**src/rtl/uart_tx_pkg.sv**
```systemverilog
// uart_tx_pkg: shared definitions for the UART TX scheduler slice.
//   - FSM state type
//   - Ucr control bit indices and common control encodings
//   - Usr status field positions
//   - FIFO count display helper
package uart_tx_pkg;

  typedef enum logic [1:0] {
    ST_IDLE  = 2'd0,
    ST_LOAD  = 2'd1,
    ST_SHIFT = 2'd2,
    ST_DONE  = 2'd3
  } tx_state_e;

  // Ucr bit indices
  localparam int unsigned UCR_EN      = 0;
  localparam int unsigned UCR_CLR     = 2;
  localparam int unsigned UCR_IRQ_MSK = 3;

  // Usr field positions
  localparam int unsigned USR_DONE_LSB = 0;  // [1:0] frame complete (sticky)
  localparam int unsigned USR_FULL     = 2;
  localparam int unsigned USR_EMPTY    = 3;
  localparam int unsigned USR_BUSY     = 4;
  localparam int unsigned USR_CNT_LSB  = 5;  // [7:5] FIFO count
  localparam int unsigned USR_FRM_LSB  = 8;  // [15:8] frames sent

  // Common Ucr encodings
  localparam logic [15:0] UCR_TX_EN     = 16'h0001;
  localparam logic [15:0] UCR_TX_EN_CLR = 16'h0005;

  // FIFO count as shown in Usr[7:5]: saturates at 7
  function automatic logic [2:0] sat_count(input logic [3:0] n);
    return (n > 4'd7) ? 3'd7 : n[2:0];
  endfunction

endpackage

```
**src/rtl/uart_tx_fifo.sv**
```systemverilog
// uart_tx_fifo: synchronous FIFO for the UART TX scheduler.
// Ports:
//   clk, rst          clock, asynchronous active-high reset (empties FIFO)
//   push, push_data   write request and data (ignored when full)
//   pop               read request (ignored when empty)
//   head              current head entry (valid when !empty)
//   full, empty       status flags
//   count             number of stored entries
module uart_tx_fifo #(
  parameter int unsigned DEPTH = 4,
  parameter int unsigned WIDTH = 8,
  localparam int unsigned AW   = (DEPTH > 1) ? $clog2(DEPTH) : 1,
  localparam int unsigned CW   = $clog2(DEPTH + 1)
) (
  input  logic             clk,
  input  logic             rst,
  input  logic             push,
  input  logic [WIDTH-1:0] push_data,
  input  logic             pop,
  output logic [WIDTH-1:0] head,
  output logic             full,
  output logic             empty,
  output logic [CW-1:0]    count
);

  logic [WIDTH-1:0] mem [DEPTH];
  logic [AW-1:0]    wr_ptr;
  logic [AW-1:0]    rd_ptr;
  logic             push_ok;
  logic             pop_ok;

  assign push_ok = push & ~full;
  assign pop_ok  = pop & ~empty;

  always_ff @(posedge clk or posedge rst) begin
    if (rst) begin
      wr_ptr <= '0;
      rd_ptr <= '0;
      count  <= '0;
    end else begin
      if (push_ok)
        wr_ptr <= (wr_ptr == AW'(DEPTH - 1)) ? '0 : wr_ptr + AW'(1);
      if (pop_ok)
        rd_ptr <= (rd_ptr == AW'(DEPTH - 1)) ? '0 : rd_ptr + AW'(1);
      case ({push_ok, pop_ok})
        2'b10:   count <= count + CW'(1);
        2'b01:   count <= count - CW'(1);
        default: count <= count;
      endcase
    end
  end

  // Storage is not reset; pointers alone define the contents.
  always_ff @(posedge clk) begin
    if (push_ok)
      mem[wr_ptr] <= push_data;
  end

  assign head  = mem[rd_ptr];
  assign full  = (count == CW'(DEPTH));
  assign empty = (count == '0);

endmodule

```
**src/rtl/uart_tx_scheduler.sv**
```systemverilog
// uart_tx_scheduler: round-robin arbitration of two byte requesters into a
// TX FIFO, and load/shift sequencing of the UART PISO, one frame per byte.
// Optional feature macro: UART_TX_IRQ_EN (adds registered Tx_Irq output).
// Ports:
//   Clk, Rst                    clock, asynchronous active-high reset
//   Ucr[15:0]                   control: [0] TX enable, [2] status clear, [3] irq mask
//   Req0_Valid/Data/Ready       requester 0 handshake (Ready combinational)
//   Req1_Valid/Data/Ready       requester 1 handshake
//   Piso_Data[7:0]              byte for the PISO, stable for the frame
//   Piso_Load                   one-cycle load strobe
//   Piso_Shift                  one strobe per bit period
//   Usr[15:0]                   status register
//   Tx_Irq                      (UART_TX_IRQ_EN only) Usr[0] & Ucr[3], registered
module uart_tx_scheduler
  import uart_tx_pkg::*;
#(
  parameter int unsigned CLK_DIV    = 16,
  parameter int unsigned FRAME_BITS = 10,
  parameter int unsigned FIFO_DEPTH = 4
) (
  input  logic        Clk,
  input  logic        Rst,
  input  logic [15:0] Ucr,
  input  logic        Req0_Valid,
  input  logic [7:0]  Req0_Data,
  output logic        Req0_Ready,
  input  logic        Req1_Valid,
  input  logic [7:0]  Req1_Data,
  output logic        Req1_Ready,
  output logic [7:0]  Piso_Data,
  output logic        Piso_Load,
  output logic        Piso_Shift,
  output logic [15:0] Usr
`ifdef UART_TX_IRQ_EN
  ,
  output logic        Tx_Irq
`endif
);

  localparam int unsigned BW = $clog2(CLK_DIV);
  localparam int unsigned NW = $clog2(FRAME_BITS + 1);
  localparam int unsigned CW = $clog2(FIFO_DEPTH + 1);

  tx_state_e     state;
  logic [BW-1:0] baud_cnt;
  logic [NW-1:0] bit_cnt;
  logic          baud_wrap;

  logic          last_grant;   // 1: Req1 was granted last
  logic          sel1;
  logic          push;
  logic [7:0]    push_data;
  logic          pop;
  logic [7:0]    head;
  logic          full;
  logic          empty;
  logic [CW-1:0] fifo_count;

  logic [1:0]    done_flags;
  logic [7:0]    frames;
  logic          unused_ucr;

  // ---------------- Arbitration ----------------
  always_comb begin
    sel1 = Req1_Valid;
    if (Req0_Valid && Req1_Valid)
      sel1 = ~last_grant;
  end

  assign Req0_Ready = Req0_Valid & ~sel1 & ~full;
  assign Req1_Ready = Req1_Valid &  sel1 & ~full;
  assign push       = (Req0_Valid & Req0_Ready) | (Req1_Valid & Req1_Ready);
  assign push_data  = sel1 ? Req1_Data : Req0_Data;

  // Reset to "Req1 last" so Req0 wins the first contention.
  always_ff @(posedge Clk or posedge Rst) begin
    if (Rst)
      last_grant <= 1'b1;
    else if (push)
      last_grant <= sel1;
  end

  uart_tx_fifo #(
    .DEPTH (FIFO_DEPTH),
    .WIDTH (8)
  ) u_fifo (
    .clk       (Clk),
    .rst       (Rst),
    .push      (push),
    .push_data (push_data),
    .pop       (pop),
    .head      (head),
    .full      (full),
    .empty     (empty),
    .count     (fifo_count)
  );

  // ---------------- Frame sequencer ----------------
  assign pop       = (state == ST_IDLE) & Ucr[UCR_EN] & ~empty;
  assign baud_wrap = (baud_cnt == BW'(CLK_DIV - 1));

  always_ff @(posedge Clk or posedge Rst) begin
    if (Rst) begin
      state     <= ST_IDLE;
      baud_cnt  <= '0;
      bit_cnt   <= '0;
      Piso_Data <= '0;
    end else begin
      case (state)
        ST_IDLE: begin
          if (pop) begin
            Piso_Data <= head;
            state     <= ST_LOAD;
          end
        end
        ST_LOAD: begin
          baud_cnt <= '0;
          bit_cnt  <= '0;
          state    <= ST_SHIFT;
        end
        ST_SHIFT: begin
          if (baud_wrap) begin
            baud_cnt <= '0;
            bit_cnt  <= bit_cnt + NW'(1);
            if (bit_cnt == NW'(FRAME_BITS - 1))
              state <= ST_DONE;
          end else begin
            baud_cnt <= baud_cnt + BW'(1);
          end
        end
        default: state <= ST_IDLE;  // ST_DONE
      endcase
    end
  end

  // Strobes decode the registered state, so Rst drops them immediately.
  assign Piso_Load  = (state == ST_LOAD);
  assign Piso_Shift = (state == ST_SHIFT) & baud_wrap;

  // ---------------- Status ----------------
  // Completion takes priority over a concurrent clear: the counter restarts at 1.
  always_ff @(posedge Clk or posedge Rst) begin
    if (Rst) begin
      done_flags <= '0;
      frames     <= '0;
    end else if (state == ST_DONE) begin
      done_flags <= '1;
      frames     <= Ucr[UCR_CLR] ? 8'd1 : frames + 8'd1;
    end else if (Ucr[UCR_CLR]) begin
      done_flags <= '0;
      frames     <= '0;
    end
  end

  always_comb begin
    Usr                       = '0;
    Usr[USR_DONE_LSB +: 2]    = done_flags;
    Usr[USR_FULL]             = full;
    Usr[USR_EMPTY]            = empty;
    Usr[USR_BUSY]             = (state != ST_IDLE);
    Usr[USR_CNT_LSB +: 3]     = sat_count(4'(fifo_count));
    Usr[USR_FRM_LSB +: 8]     = frames;
  end

`ifdef UART_TX_IRQ_EN
  always_ff @(posedge Clk or posedge Rst) begin
    if (Rst)
      Tx_Irq <= 1'b0;
    else
      Tx_Irq <= done_flags[0] & Ucr[UCR_IRQ_MSK];
  end
`endif

  assign unused_ucr = ^Ucr;

endmodule
```
**config.mk**
```make
export PLATFORM = sky130hd
export DESIGN_NAME = uart_tx_scheduler
export DESIGN_NICKNAME = d
export VERILOG_FILES = /design/src/rtl/uart_tx_pkg.sv /design/src/rtl/uart_tx_fifo.sv /design/src/rtl/uart_tx_scheduler.sv
export SDC_FILE = /design/constraint.sdc
export NUM_CORES = 1
export LEC_CHECK = 0
export CORE_AREA = 2 2 90 92
export DETAILED_ROUTE_END_ITERATION = 6
export DIE_AREA = 0 0 92 94
export GPL_TIMING_DRIVEN = 0
export PLACE_DENSITY = 0.66
export SLEW_MARGIN = 15
export SYNTH_ARGS = -nofsm -noshare
export SYNTH_HDL_FRONTEND = slang
export SYNTH_HIERARCHICAL = 1
export SYNTH_SLANG_ARGS = --single-unit
```
**constraint.sdc**
```tcl
create_clock -name Clk -period 4.2 [get_ports Clk]
set_clock_uncertainty 0.1 [all_clocks]
set_input_delay 1.26 -clock Clk [delete_from_list [all_inputs] [get_ports Clk]]
set_output_delay 1.26 -clock Clk [all_outputs]
set_load 0.03 [all_outputs]
```
==> results.json <==
{
  "outcome": "finished, final reports clean",
  "max-slew-margin-rel": 0.6118,
  "grtUsageMet1": 0.1761,
  "fin_crit_ns": 3.919,
  "num_rows": 32,
  "cts-root-buf": "clkbuf_8",
  "synth-seq-area-share": 0.5820,
  "yosys_warnings": 6,
  "crit_fanout": 4,
  "end_kind": "output port",
  "yosysUniqueCellTypes": 43,
  "ios": 64,
  "cts_hold_buf": 0,
  "p_leak_nw": 1.719,
  "grt_start_max_net_pins": 29,
  "clock.fmax_mhz": 255.1,
  "grt-ovfl-total": 0,
  "die_w_um": 92,
  "drtAntennaViolNets": 0,
  "fin_nets": 332,
  "grt_pass1_vias": 1872,
  "core_area_um2": 7607,
  "busiest_layer": "met2",
  "yosysTopAreaCell": "edfxtp_1",
  "drcViolationCount": 0,
  "hold_violations": 0,
  "vias": 1857,
  "ys.flop_type": "dfrtp_1",
  "synth_cells": 220,
  "grt_use_met2": 0.2292,
  "dp.cells": 370,
  "gp_congestion": 0.7703,
  "fp.dieH_um": 94,
  "clk_path_buf_depth": 2,
  "cp-start-kind": "primary input",
  "worstHoldPathType": "flop to flop",
  "synth_fp_nets": 271,
  "ys_seq_elements": 67,
  "finalCritPeriodShare": 0.9332,
  "first_pass_iters": 4,
  "diodes": 0,
  "syn_to_final_growth_pct": 26.35,
  "setup_slack_ns": 0.2807,
  "met3_usage": 0.04093,
  "cts_num_sinks": 67,
  "wire_per_inst_um": 14.11,
  "dieArea_um2": 8648,
  "htree_levels": 3,
  "setup_viol": 0,
  "synth_area_um2": 3158,
  "drt_wl_total_um": 5473,
  "numCtsBuffers": 9,
  "clk_pin_slew_ns": 0.08,
  "path_class": "primary input to output port",
  "layout-drive-gt1-share": 0.2308,
  "ir_worst_vdd_v": 0.0002678,
  "drv_cap": 0,
  "via_per_inst": 4.786,
  "crit_slowest_cell": "clkdlybuf4s50_1",
  "crit_family": "buffers and inverters",
  "crit_path_max_incr_delay_ns": 0.58,
  "crit_buf_inv": 2,
  "layout_common_cells": "clkdlybuf4s50_1 (46), dfrtp_1 (34), edfxtp_1 (32)",
  "track_usage": 0.1412,
  "synth_top_area_share": 0.3043,
  "place_ws_ns": -0.2104,
  "drt-initial-drc-count": 70,
  "critPathRequiredTime_ns": 2.84,
  "synthArstFlopShare": 0.5224,
  "grt_pass1_wl_um": 9183,
  "p_per_area_nw_per_um2": 479.3,
  "start_util": 0.4151,
  "slew_violations": 0,
  "fin_cells": 388,
  "clock_latency_ns": 0.34,
  "mostFrequentLayoutCell": "clkdlybuf4s50_1",
  "antenna_found_initial": 0,
  "hpwl_um": 3935,
  "synth-edff-count": 32,
  "synth.area.top_cells": "edfxtp_1 (30%), dfrtp_1 (27%), mux4_2 (5.7%), ha_1 (5.5%), mux2_4 (5.2%)",
  "arrival_ns": 2.56,
  "io_buffers": 48,
  "syn_avg_cell_area_um2": 14.35,
  "crit_chain": "clkdlybuf4s50_1 > a21boi_4 > nor3b_1 > dlygate4sd2_1",
  "cts_tree": "done",
  "rsz0062_at_grt": "no",
  "tightest_slew_ns": 0.5815
}
final timing paths:
check                              start                to  slack, ns  cells past startpoint
max in group asynchronous            Rst       baud_cnt[3]       2.38                      2
hold reg to reg            done_flags[0]     done_flags[0]       0.42                      1
setup / recovery              Req0_Valid        Req0_Ready       0.28                      4
min in group asynchronous            Rst  u_fifo/rd_ptr[0]       1.10                      2
hold / removal             done_flags[0]     done_flags[0]       0.42                      1
setup reg to reg                state[0]   u_fifo/count[2]       1.63                     14
power breakdown:
group | internal (mW) | switching [mW]
clock | 0.285 | 0.272
sequential | 0.841 | 0.0627
combinational | 0.217 | 0.235
total | 1.34 | 0.570
sequential cells by signal (all words and copies together), names as in the netlist:
name	cells
Piso_Data	8
baud_cnt	4
bit_cnt	4
done_flags	1
frames	8
last_grant	1
state	2
u_fifo/count	3
u_fifo/mem	32
u_fifo/rd_ptr	2
u_fifo/wr_ptr	2
what timing repair did:
action,4_1_cts,5_1_grt
endpoints found under the setup margin,2,1
buffers inserted,2,0
resized for setup,1,1
kinds of logic after synthesis:
| kind of cell | synth area share |
|---|---|
| multiplexers | 0.1510 |
| adder cells (fa/ha/maj) | 0.06181 |
| flip-flops | 0.5820 |
| XOR/XNOR | 0.02496 |
| AND/OR/NAND/NOR | 0.09271 |
| AO/OA/AOI/OAI | 0.04675 |
| buffers and inverters | 0.04081 |
metrics by stage:
stage | total power [mW] | hold slack, ns | TNS [ns] | instance area, um2 | util
6_report | 1.912 | 0.4182 | 0 | 3990 | 0.5245
3_3_place_gp | 1.357 | 0.3876 | -0.2687 | 3766 | 0.4951
2_1_floorplan | 1.225 | 0.3697 | 0 | 3158 | -
5_1_grt | 2.017 | 0.4451 | 0 | 3990 | 0.5245
4_1_cts | 1.944 | 0.4263 | 0 | 3988 | 0.5242
3_5_place_dp | 1.380 | 0.4082 | -0.3006 | 3766 | 0.4951
synthesized netlist by cell type, types with 2 or more instances:
cell,n
inv_1,19
nand4_1,2
dfrtp_1,34
or3_1,2
ha_1,14
a21oi_1,5
xor2_1,5
nor2_1,11
mux2i_1,3
nand3_1,9
buf_4,4
mux4_2,8
nand4b_1,2
mux2_2,9
clkbuf_1,2
nand2_1,6
nor3_1,2
mux2_4,11
o21ai_0,9
edfxtp_1,32
xnor2_1,4
a21o_1,3
and2_2,4
metal layers:
metal / share of wire / vias up / wire length (um)
li1: - / 909 / -
met1: 0.45 / 896 / 2436
met2: 0.49 / 43 / 2703
met3: 0.044 / 9 / 239
met4: 0.017 / 0 / 93
met5: 0 / - / 0
cell type report:
cell class                      count  area (um2)
Tap cell                          102       127.6
Inverter                           20       75.07
Fill cell                         650        3617
Multi-Input combinational cell    125        1191
Clock inverter                      7       83.83
Clock buffer                        9       123.9
Timing Repair Buffer               50       496.7
Buffer                              8       53.80
Sequential cell                    67        1838
Power figures use the tool's default switching activity.
